<file path="config.mk">
export PLATFORM = sky130hd
export DESIGN_NAME = pwm_serializer_flat
export DESIGN_NICKNAME = d
export VERILOG_FILES = /design/src/rtl/pwm_serializer_pkg.sv /design/src/rtl/pwm_serializer_if.sv /design/src/rtl/pwm_serializer_window_counter.sv /design/src/rtl/pwm_serializer.sv /design/src/flat_wrapper.sv
export SDC_FILE = /design/constraint.sdc
export NUM_CORES = 1
export LEC_CHECK = 0
export ABC_CLOCK_PERIOD_IN_PS = 22000
export BUFFER_PORTS_ARGS = -buffer_cell sky130_fd_sc_hd__buf_4
export CAP_MARGIN = 15
export CORE_MARGIN = 2
export CORE_UTILIZATION = 66
export CTS_BUF_LIST = sky130_fd_sc_hd__clkbuf_8
export CTS_CLUSTER_SIZE = 10
export DETAILED_ROUTE_END_ITERATION = 7
export GPL_TIMING_DRIVEN = 0
export PLACE_DENSITY = 0.85
export SETUP_SLACK_MARGIN = 0.05
export SYNTH_ARGS = -nofsm -noshare
export SYNTH_HDL_FRONTEND = slang
export SYNTH_SLANG_ARGS = --single-unit
export TNS_END_PERCENT = 100
</file>
<file path="constraint.sdc">
create_clock -name clk -period 22 [get_ports clk]
set_clock_uncertainty 0.15 [all_clocks]
set_input_delay 2.2 -clock clk [delete_from_list [all_inputs] [get_ports clk]]
set_output_delay 2.2 -clock clk [all_outputs]
set_load 0.05 [all_outputs]
</file>
<file path="src/rtl/pwm_serializer_pkg.sv">
// Shared constants and helpers for the PWM audio serializer: duty clamping and
// the duty-to-threshold conversion used by the comparator.
package pwm_pkg;

    localparam int PWM_DUTY_W   = 7;
    localparam int PWM_DUTY_MAX = 100;

    typedef logic [PWM_DUTY_W-1:0] duty_t;

    function automatic duty_t clamp_duty(input duty_t d);
        return (d > duty_t'(PWM_DUTY_MAX)) ? duty_t'(PWM_DUTY_MAX) : d;
    endfunction

    // 32-bit product leaves room for 7+$clog2(W+1) bits as long as W < 2**25.
    function automatic logic [31:0] threshold(input duty_t d, input logic [31:0] w);
        logic [31:0] prod;
        prod = {25'd0, d} * w;
        return prod / 32'(PWM_DUTY_MAX);
    endfunction

endpackage

</file>
<file path="src/rtl/pwm_serializer_if.sv">
// Duty request / PWM output bundle between a tone generator (master) and the
// PWM serializer (slave).
interface pwm_serializer_if;
    import pwm_pkg::*;

    logic [PWM_DUTY_W-1:0] duty_cycle;
    logic                  signal;

    modport master (output duty_cycle, input signal);
    modport slave  (input duty_cycle, output signal);

endinterface

</file>
<file path="src/rtl/pwm_serializer_window_counter.sv">
// Free-running 0..W-1 window counter; wrap is high while cnt==0, marking the
// first cycle of each PWM window.
module pwm_window_counter #(
    parameter  int W     = 100,
    localparam int CNT_W = (W > 1) ? $clog2(W) : 1
) (
    input  logic             clk,
    input  logic             reset,
    output logic [CNT_W-1:0] cnt,
    output logic             wrap
);

    logic [CNT_W-1:0] r_cnt;

    always_ff @(posedge clk) begin
        if (reset) begin
            r_cnt <= '0;
        end else if (r_cnt == CNT_W'(W - 1)) begin
            r_cnt <= '0;
        end else begin
            r_cnt <= r_cnt + 1'b1;
        end
    end

    assign cnt  = r_cnt;
    assign wrap = (r_cnt == '0);

endmodule

</file>
<file path="src/rtl/pwm_serializer.sv">
// Fixed-period PWM generator: W = SYS_FREQ/PULSE_FREQ clocks per window, high for
// floor(d*W/100) clocks. Define PWM_SERIALIZER_DUTY_LATCH_EN to hold duty per window.
module pwm_serializer
    import pwm_pkg::*;
#(
    parameter int PULSE_FREQ = 1,
    parameter int SYS_FREQ   = 100
) (
    input  logic             clk,
    input  logic             reset,
    pwm_serializer_if.slave  pwmBus
);

    localparam int W     = SYS_FREQ / PULSE_FREQ;
    localparam int CNT_W = (W > 1) ? $clog2(W) : 1;
    localparam int THR_W = $clog2(W + 1);

    logic [CNT_W-1:0] w_cnt;
    logic             w_windowStart;
    duty_t            w_dutyLive;
    duty_t            w_dutyEff;
    logic [THR_W-1:0] w_threshold;
    logic [THR_W-1:0] w_cntExt;
    logic             r_signal;

    pwm_window_counter #(.W(W)) u_counter (
        .clk   (clk),
        .reset (reset),
        .cnt   (w_cnt),
        .wrap  (w_windowStart)
    );

    assign w_dutyLive = clamp_duty(pwmBus.duty_cycle);

`ifdef PWM_SERIALIZER_DUTY_LATCH_EN
    duty_t r_dutyLatched;

    always_ff @(posedge clk) begin
        if (reset) begin
            r_dutyLatched <= '0;
        end else if (w_windowStart) begin
            r_dutyLatched <= w_dutyLive;
        end
    end

    // The window-start cycle already needs the new value, so bypass the latch there.
    assign w_dutyEff = w_windowStart ? w_dutyLive : r_dutyLatched;
`else
    assign w_dutyEff = w_dutyLive;
`endif

    assign w_threshold = THR_W'(threshold(w_dutyEff, 32'(W)));
    assign w_cntExt    = THR_W'(w_cnt);

    always_ff @(posedge clk) begin
        if (reset) begin
            r_signal <= 1'b0;
        end else begin
            r_signal <= (w_cntExt < w_threshold);
        end
    end

    assign pwmBus.signal = r_signal;

endmodule

</file>
<file path="src/flat_wrapper.sv">
// flat-port wrapper written by rule: the top's interface ports become plain ports
module pwm_serializer_flat import pwm_pkg::*;
#(
    parameter int PULSE_FREQ = 1,
    parameter int SYS_FREQ   = 100
)
  (clk, reset, pwmBus_duty_cycle, pwmBus_signal);
  pwm_serializer_if pwmBus_i ();
  input  logic clk;
  input  logic reset;
  input wire logic [$bits(pwmBus_i.duty_cycle)-1:0] pwmBus_duty_cycle;
  output wire logic [$bits(pwmBus_i.signal)-1:0] pwmBus_signal;
  assign pwmBus_i.duty_cycle = pwmBus_duty_cycle;
  assign pwmBus_signal = pwmBus_i.signal;
  pwm_serializer #(.PULSE_FREQ(PULSE_FREQ), .SYS_FREQ(SYS_FREQ)) u_core (.clk(clk), .reset(reset), .pwmBus(pwmBus_i));
endmodule
</file>
* Yosys cells after proc, flatten, opt, wreduce, memory -nomap -nowiden
Index checks and enable logic that the tools add are counted.
Word-level totals: bits in registers 8, bits in latches 0, RAM bits 0, ROM bits 0, input port bits 9, output and inout port bits 1, logic and storage cells 10, memories 0
Operators by class: $add $sub $neg 1, multipliers 1, divide/modulo/power cells 1, order comparisons 2, equality and inequality tests 1, shift operators 0, multiplexer cells 1, bitwise gates (word level) 0, reduce and logical (&&, ||, !) cells 1
Operators with widths (count):
- $div A14 B7 Y32 const B | 1
- $mul A7 B5 Y12 const B | 1
- $add A7 B1 Y7 const B | 1
- $eq A7 B7 Y1 const B | 1
- $gt A7 B7 Y1 const B | 1
- $lt A7 B7 Y1 | 1
- $mux W7 | 1
- $reduce_or A2 Y1 | 1

* Depth between registers and ports, before layout
Gate-level depths: netlist of run 1.
word-level depth 5, gate-level depth with buffers 46

* By module
From an unflattened synthesis of run 1, not the netlist that was laid out.
Second synthesis, totals: cells, all modules 699, area total of the unflattened synthesis 4997.3 µm²
By module, submodules not included:
- pwm_serializer | times used 1, cells an instance 665, area an instance 4675.7 µm²
- pwm_window_counter | times used 1, cells an instance 34, area an instance 321.6 µm²

* Least setup slack after synthesis of run 1
Ideal clock, no wire load.
kind input-to-reg, start point input port pwmBus_duty_cycle[3], end point register u_core.r_signal, in the netlist u_core.pwmBus.signal, library setup time 0.070 ns, arrival 11.858 ns, required time 21.780 ns, setup slack 9.922 ns, stages on the path 41, buffers on the path 3, cell sequence o311ai_0 nand2_1 ha_1 ha_1 ha_1 inv_1 fa_1 nand2b_1 a21oi_1 xor2_1 a21oi_1 a21oi_1 ha_1 o41ai_2 and2_1 buf_2 nand2_1 buf_2 (+5 left out) buf_2 a2111o_1 o21ai_2 a2bb2oi_1 a211o_1 nor3_4 nor3_1 or4_1 and4_4 nor2_1 ha_1 a21o_1 a21o_1 a21oi_1 nor2_1 a2111oi_0 o211ai_1 o2bb2ai_1
Between the ends: cells in the longest elaborated chain, start to end 5
Ends and longest elaborated chain:
- from (decl) | RTL line flat_wrapper.sv:11 | input wire logic [$bits(pwmBus_i.duty_cycle)-1:0] pwmBus_duty_cycle;
- $gt A7 B7 Y1 | RTL line pwm_serializer_pkg.sv:11 | return (d > duty_t'(PWM_DUTY_MAX)) ? duty_t'(PWM_DUTY_MAX) : d;
- $mux W7 * | RTL line pwm_serializer_pkg.sv:11
- $mul A7 B5 Y12 * | RTL line pwm_serializer_pkg.sv:17 | prod = {25'd0, d} * w;
- $div A14 B7 Y32 * | RTL line pwm_serializer_pkg.sv:18 | return prod / 32'(PWM_DUTY_MAX);
- $lt A7 B7 Y1 * | RTL line pwm_serializer.sv:59 | r_signal <= (w_cntExt < w_threshold);
- to (signal assigned) | RTL line pwm_serializer.sv:59
- to (decl) | RTL line pwm_serializer.sv:24 | logic r_signal;
Every way passes the cells marked *; elsewhere a longest branch is shown, timed or not. A chain may end at the register's enable or synchronous reset.

* Worst setup path in the final report of run 1
Same ends and word-level chain as after synthesis.

==> impl_metrics.toml, run 1 <==
[clock_tree]
cts_tree = "yes"
cts_root_buf = "clkbuf_8"
worstSkewPairLatency_ps = 220
cts_hold_buf = 0
clk_pin_slew_worst_paths_ps = 40
cts_setup_buffers = 0
clockBufferDepth = 2
clkSinkCount = 8
htreeDepth = 1
ctsResizeCount = 0
cts_buffers = 3

[sta]
setup_viol = 0
finalCritPeriodShare = 0.653
slew_headroom = 0.397
tightest_slew_ps = 882
finalWorstSetupSlack_ps = 7630
hold_viol = 0
rsz0062_at_grt = "false"
fmax_mhz = 69.6
tns_ps = 0
fin_crit_ps = 14370
slew_violations = 0

[detailed_routing]
wl_met1_mm = 6.52
drtPass1Iterations = 5
vias_per_cell = 7.15
drc_errors = 0
wl_mm = 14.8
wl_per_cell_um = 18.9
top_layer = "met4"
wl_met2_mm = 6.69
ant_nets = 0
met3_length_mm = 1.30
first_iter_violations = 609
dr_total_vias = 5602

[synthesis]
yosysTopAreaCellShare = 0.103
synth_edf_count = 0
ys_seq_area_frac = 0.0338
synthesis.area_um2 = 4740
ys_top_cells_by_area = "ha_1, xnor2_1, nor2_1"
yosys_warnings = 0
synth_cell_type_count = 95
syn-instance-count = 676
synth_ff_type = "dfxtp_1"
syn-num-nets = 726
syn_avg_cell_area_um2 = 7.02
async_reset_ff_frac = 0
synth-seq-cells = 8
synth_top_area_cell = "ha_1"

[floorplan]
die-area_um2 = 7880
die-width_um = 88.8
core_um2 = 6870
start_util = 0.691
die_h_um = 88.8
ioPinCount = 10
rows = 30

[place]
numPortBuffers = 9
pre_cts_ws_ps = 7850
gp_congestion = 1.02
dp_hpwl_mm = 11.8
place_inst = 781

[setup_path]
required_ps = 22000
cp_slowest_cell = "a2111oi_0"
worstPathArrival_ps = 14370
slowest_delay_ps = 730
crit_type = "input port to register"
path_buf_inv = 6
start_kind = "input port"
crit_fanout = 10
crit_family = "compound AO/OA/AOI/OAI gates"
endpoint_kind = "register"

[layout]
layout.nets = 740
utilization = 0.724
final_common_cell = "nor2_1"
syn_to_final_growth_pct = 4.83
final_cell_mix = "nor2_1, nand2_1, a21oi_1"
diodes = 0
drive_gt1_frac = 0.109
finalNonFillerCells = 784
fillers = 599

[global_routing]
grt_pass1_wl_mm = 23.8
antenna_found_initial = 0
grt_usage = 0.375
first_global_vias = 4985
grt_overflow = 0
grt_max_degree = 11

[run]
drv_cap = 0

[status]
status = "finished clean"

[hold_path]
hp-class = "register to register"
## final timing paths
path / depth (start not counted) / slack, ps / startpoint / end
worst max register to register: 8 / 19480 / u_core.u_counter.cnt[1] / u_core.pwmBus.signal
worst min register to register: 1 / 310 / u_core.u_counter.cnt[0] / u_core.u_counter.cnt[0]
worst min-delay path: 1 / 310 / u_core.u_counter.cnt[0] / u_core.u_counter.cnt[0]
worst max-delay path: 44 / 7630 / pwmBus_duty_cycle[3] / u_core.pwmBus.signal
## cell families (layout without fill, tap and decap cells)
group | count (synthesis) | after routing | share of synthesized area
flops | 8 | 8 | 0.0338
mux | 15 | 15 | 0.0327
buf+inv | 46 | 58 | 0.0446
compound gates | 224 | 224 | 0.368
fa+ha+maj | 42 | 42 | 0.113
xor+xnor | 49 | 49 | 0.0952
simple gates | 292 | 292 | 0.312
## sequential cells by signal, summed over array words and instances, names as in the netlist
name / count
u_core.u_counter.cnt: 7
u_core.pwmBus.signal: 1
## final cells by class
type | count | area, um^2 | area share
buffer | 25 | 130 | 0.0262
tap | 96 | 120 | 0.0242
sequential | 8 | 160 | 0.0322
inverter | 21 | 81.3 | 0.0164
timing repair buffer | 9 | 67.6 | 0.0136
multi-input combinational | 622 | 4370 | 0.879
clock buffer | 3 | 41.3 | 0.00830
## metal layers
metal  vias up  GRT usage
li1       2634          -
met1      2617      0.529
met2       311      0.610
met3        40     0.0485
met4         0     0.0799
met5         -          0
## metrics by stage
stage               instance area [um^2]  hold WS (ps)
floorplan                           4740           276
global placement                    4930           295
detailed placement                  4930           302
CTS                                 4970           310
global route                        4970           366
finish                              4970           310
## cells in the mapped netlist, types with 5 or more instances
master	count
inv_1	18
nor4_1	7
nand4_1	12
a21oi_1	46
nor2_1	72
and3_1	7
nand2b_1	11
buf_2	11
o22ai_1	6
nand3_1	31
or2_2	5
nor3_1	35
nand2_1	62
o21ai_0	22
a31oi_1	18
o21ai_1	7
or3_1	12
clkbuf_1	10
and2_1	13
o31ai_1	9
mux2i_1	11
a2111oi_0	6
ha_1	39
o211ai_1	12
dfxtp_1	8
xor2_1	10
a211oi_1	7
xnor2_1	36
a21o_1	8
Power of run 1 is left out: the tool's default activity adds up to more than one toggle a clock period on the data nets, which glitch-free logic cannot reach.
==> run 2: changes to the inputs <==
Settings changed: ABC_AREA set to 1, ABC_CLOCK_PERIOD_IN_PS 22000 to 12750, CORE_UTILIZATION 66 to 60, PLACE_DENSITY 0.85 to 0.82.
Clock period 22 ns to 12.75 ns, I/O delays scaled along.
==> run 2 against run 1 <==
Design area is 11% lower. Global-route usage decreased by 11 points. Critical path depth is 20 higher. Flip-flop and latch count is the same. Count of clock-buffer cells in the layout unchanged. Register-to-register slack lost 8300 ps. Wire length down 33%. Critical path type unchanged. Core utilization down 7.2 points. Highest routed layer unchanged. Synthesized cell count is 14% higher.
==> impl_metrics.toml, run 2 <==
[clock_tree]
cts_root_buf = "clkbuf_8"
clockBufferDepth = 2
cts_tree = "yes"
ctsResizeCount = 0
cts_hold_buf = 0
clk_pin_slew_worst_paths_ps = 40
htreeDepth = 1
cts_setup_buffers = 0
cts_buffers = 3
clkSinkCount = 8
worstSkewPairLatency_ps = 240

[layout]
drive_gt1_frac = 0.156
syn_to_final_growth_pct = 5.45
diodes = 0
layout.nets = 834
largest_reg_flops = 7
final_common_cell = "nand2_1"
final_cell_mix = "nand2_1, inv_1, nand3_1"

[floorplan]
core_um2 = 6790
die-area_um2 = 7690
die-width_um = 87.7
start_util = 0.618
die_h_um = 87.7
ioPinCount = 10
rows = 30

[sta]
rsz0062_at_grt = "false"
fin_crit_ps = 10130
finalCritPeriodShare = 0.794
setup_viol = 0
slew_headroom = 0.728
fmax_mhz = 98.7
tns_ps = 0
hold_viol = 0
tightest_slew_ps = 403
slew_violations = 0

[setup_path]
worstPathArrival_ps = 10110
startpoint = "pwmBus_duty_cycle[3]"
slowest_delay_ps = 460
start_kind = "input port"
path_buf_inv = 11
critPathMostFrequentCell = "nand2_1"
r2r-start = "u_core.u_counter.cnt[0]"
required_ps = 12730
cp_num_cells = 64
reg2reg_to = "u_core.u_counter.cnt[5]"
cp_slowest_cell = "fa_1"
crit_type = "input port to register"
critPathCapture = "u_core.pwmBus.signal"
reg2regPathDepth = 6
reg2reg_slack_ps = 11220
endpoint_kind = "register"
crit_fanout = 10
crit_family = "simple AND/OR/NAND/NOR gates"

[global_routing]
first_global_vias = 4190
grt_usage = 0.262
antenna_found_initial = 0
grt_pass1_wl_mm = 17.2
gr-max-usage-layer = "met2"
gr-usage-met3 = 0.0217
grt_max_degree = 11
grt_util_met2 = 0.476
grt_use_met1 = 0.340
grt_overflow = 0

[synthesis]
syn-num-nets = 820
synth-seq-cells = 8
yosys_warnings = 0
syn_avg_cell_area_um2 = 5.45
synth_cell_type_count = 41
synth_edf_count = 0
syn-instance-count = 770
yosysTopAreaCellShare = 0.238
ys_seq_area_frac = 0.0381
yosysMostFrequentCell = "nand2_1"
synthesis.area_um2 = 4200
synth_top_area_cell = "nand2_1"
synth_ff_type = "dfxtp_1"
synth_commonest_cells = "nand2_1, inv_1, nand3_1, nor2_1, ha_1"
ys_top_cells_by_area = "nand2_1, ha_1, nand3_1"
async_reset_ff_frac = 0

[detailed_routing]
vias_per_cell = 5.29
drc_errors = 0
wl_per_cell_um = 11.3
dr_total_vias = 4648
drtPass1Iterations = 5
wl_mm = 9.92
ant_nets = 0
first_iter_violations = 235

[place]
numPortBuffers = 9
gp_congestion = 0.956
dp_hpwl_mm = 8.29

[status]
status = "finished clean"

[hold_path]
hp-class = "register to register"

[run]
drv_cap = 0
[run 2: logic make-up (layout without fill, tap and decap cells)]
| kind of cell | count (synthesis) | in the layout | synth area share |
|---|---|---|---|
| AOI/OAI and AO/OA | 46 | 46 | 0.0718 |
| and+or+nand+nor | 527 | 527 | 0.602 |
| buffers and inverters | 127 | 139 | 0.119 |
| adders and majority gates | 41 | 41 | 0.126 |
| DFF | 8 | 8 | 0.0381 |
| xor gates and xnor gates | 21 | 21 | 0.0438 |
[run 2: worst register-to-register path: cells and delay by family, from the launching register on]
family                   cells  cell delay (ps)
adder cells (fa/ha/maj)      1              240
AO/OA/AOI/OAI                3              440
AND/OR/NAND/NOR              2              240
flip-flops                   1              370
[run 2: layout make-up]
cell class	instances	area, um^2
sequential	8	160
tap	96	120
buffer	5	41.3
fill	676	2360
timing repair buffer	9	67.6
clock buffer	3	41.3
inverter	122	458
multi-input combinational	635	3540
[run 2: routing by layer]
layer / wire length [um] / share of wire
met4: 99 / 0.010
met5: 0 / 0
met3: 418 / 0.042
met1: 4670 / 0.47
met2: 4730 / 0.48
[run 2: per-stage QoR]
stage | setup WS, ps | hold slack (ps) | utilization | cell area (um^2) | instances
3_5_place_dp | 2400 | 326 | 0.646 | 4390 | 875
4_1_cts | 2640 | 334 | 0.652 | 4430 | 878
2_1_floorplan | 3740 | 280 | - | 4200 | 770
5_1_grt | 1720 | 345 | 0.652 | 4430 | 878
6_report | 2620 | 329 | 0.652 | 4430 | 878
3_3_place_gp | 2560 | 291 | 0.646 | 4390 | 875
[run 2: worst min-delay path by stage]
stage,from,to,slack [ps],cells after the start
finish,u_core.u_counter.cnt[0],u_core.u_counter.cnt[0],330,1
global route,u_core.u_counter.cnt[0],u_core.u_counter.cnt[0],340,1
CTS,u_core.u_counter.cnt[0],u_core.u_counter.cnt[0],330,1
detailed placement,u_core.u_counter.cnt[0],u_core.u_counter.cnt[0],330,1
global placement,u_core.u_counter.cnt[0],u_core.u_counter.cnt[0],290,1
floorplan,u_core.u_counter.cnt[0],u_core.u_counter.cnt[0],280,1
Power of run 2 is left out for the same reason.
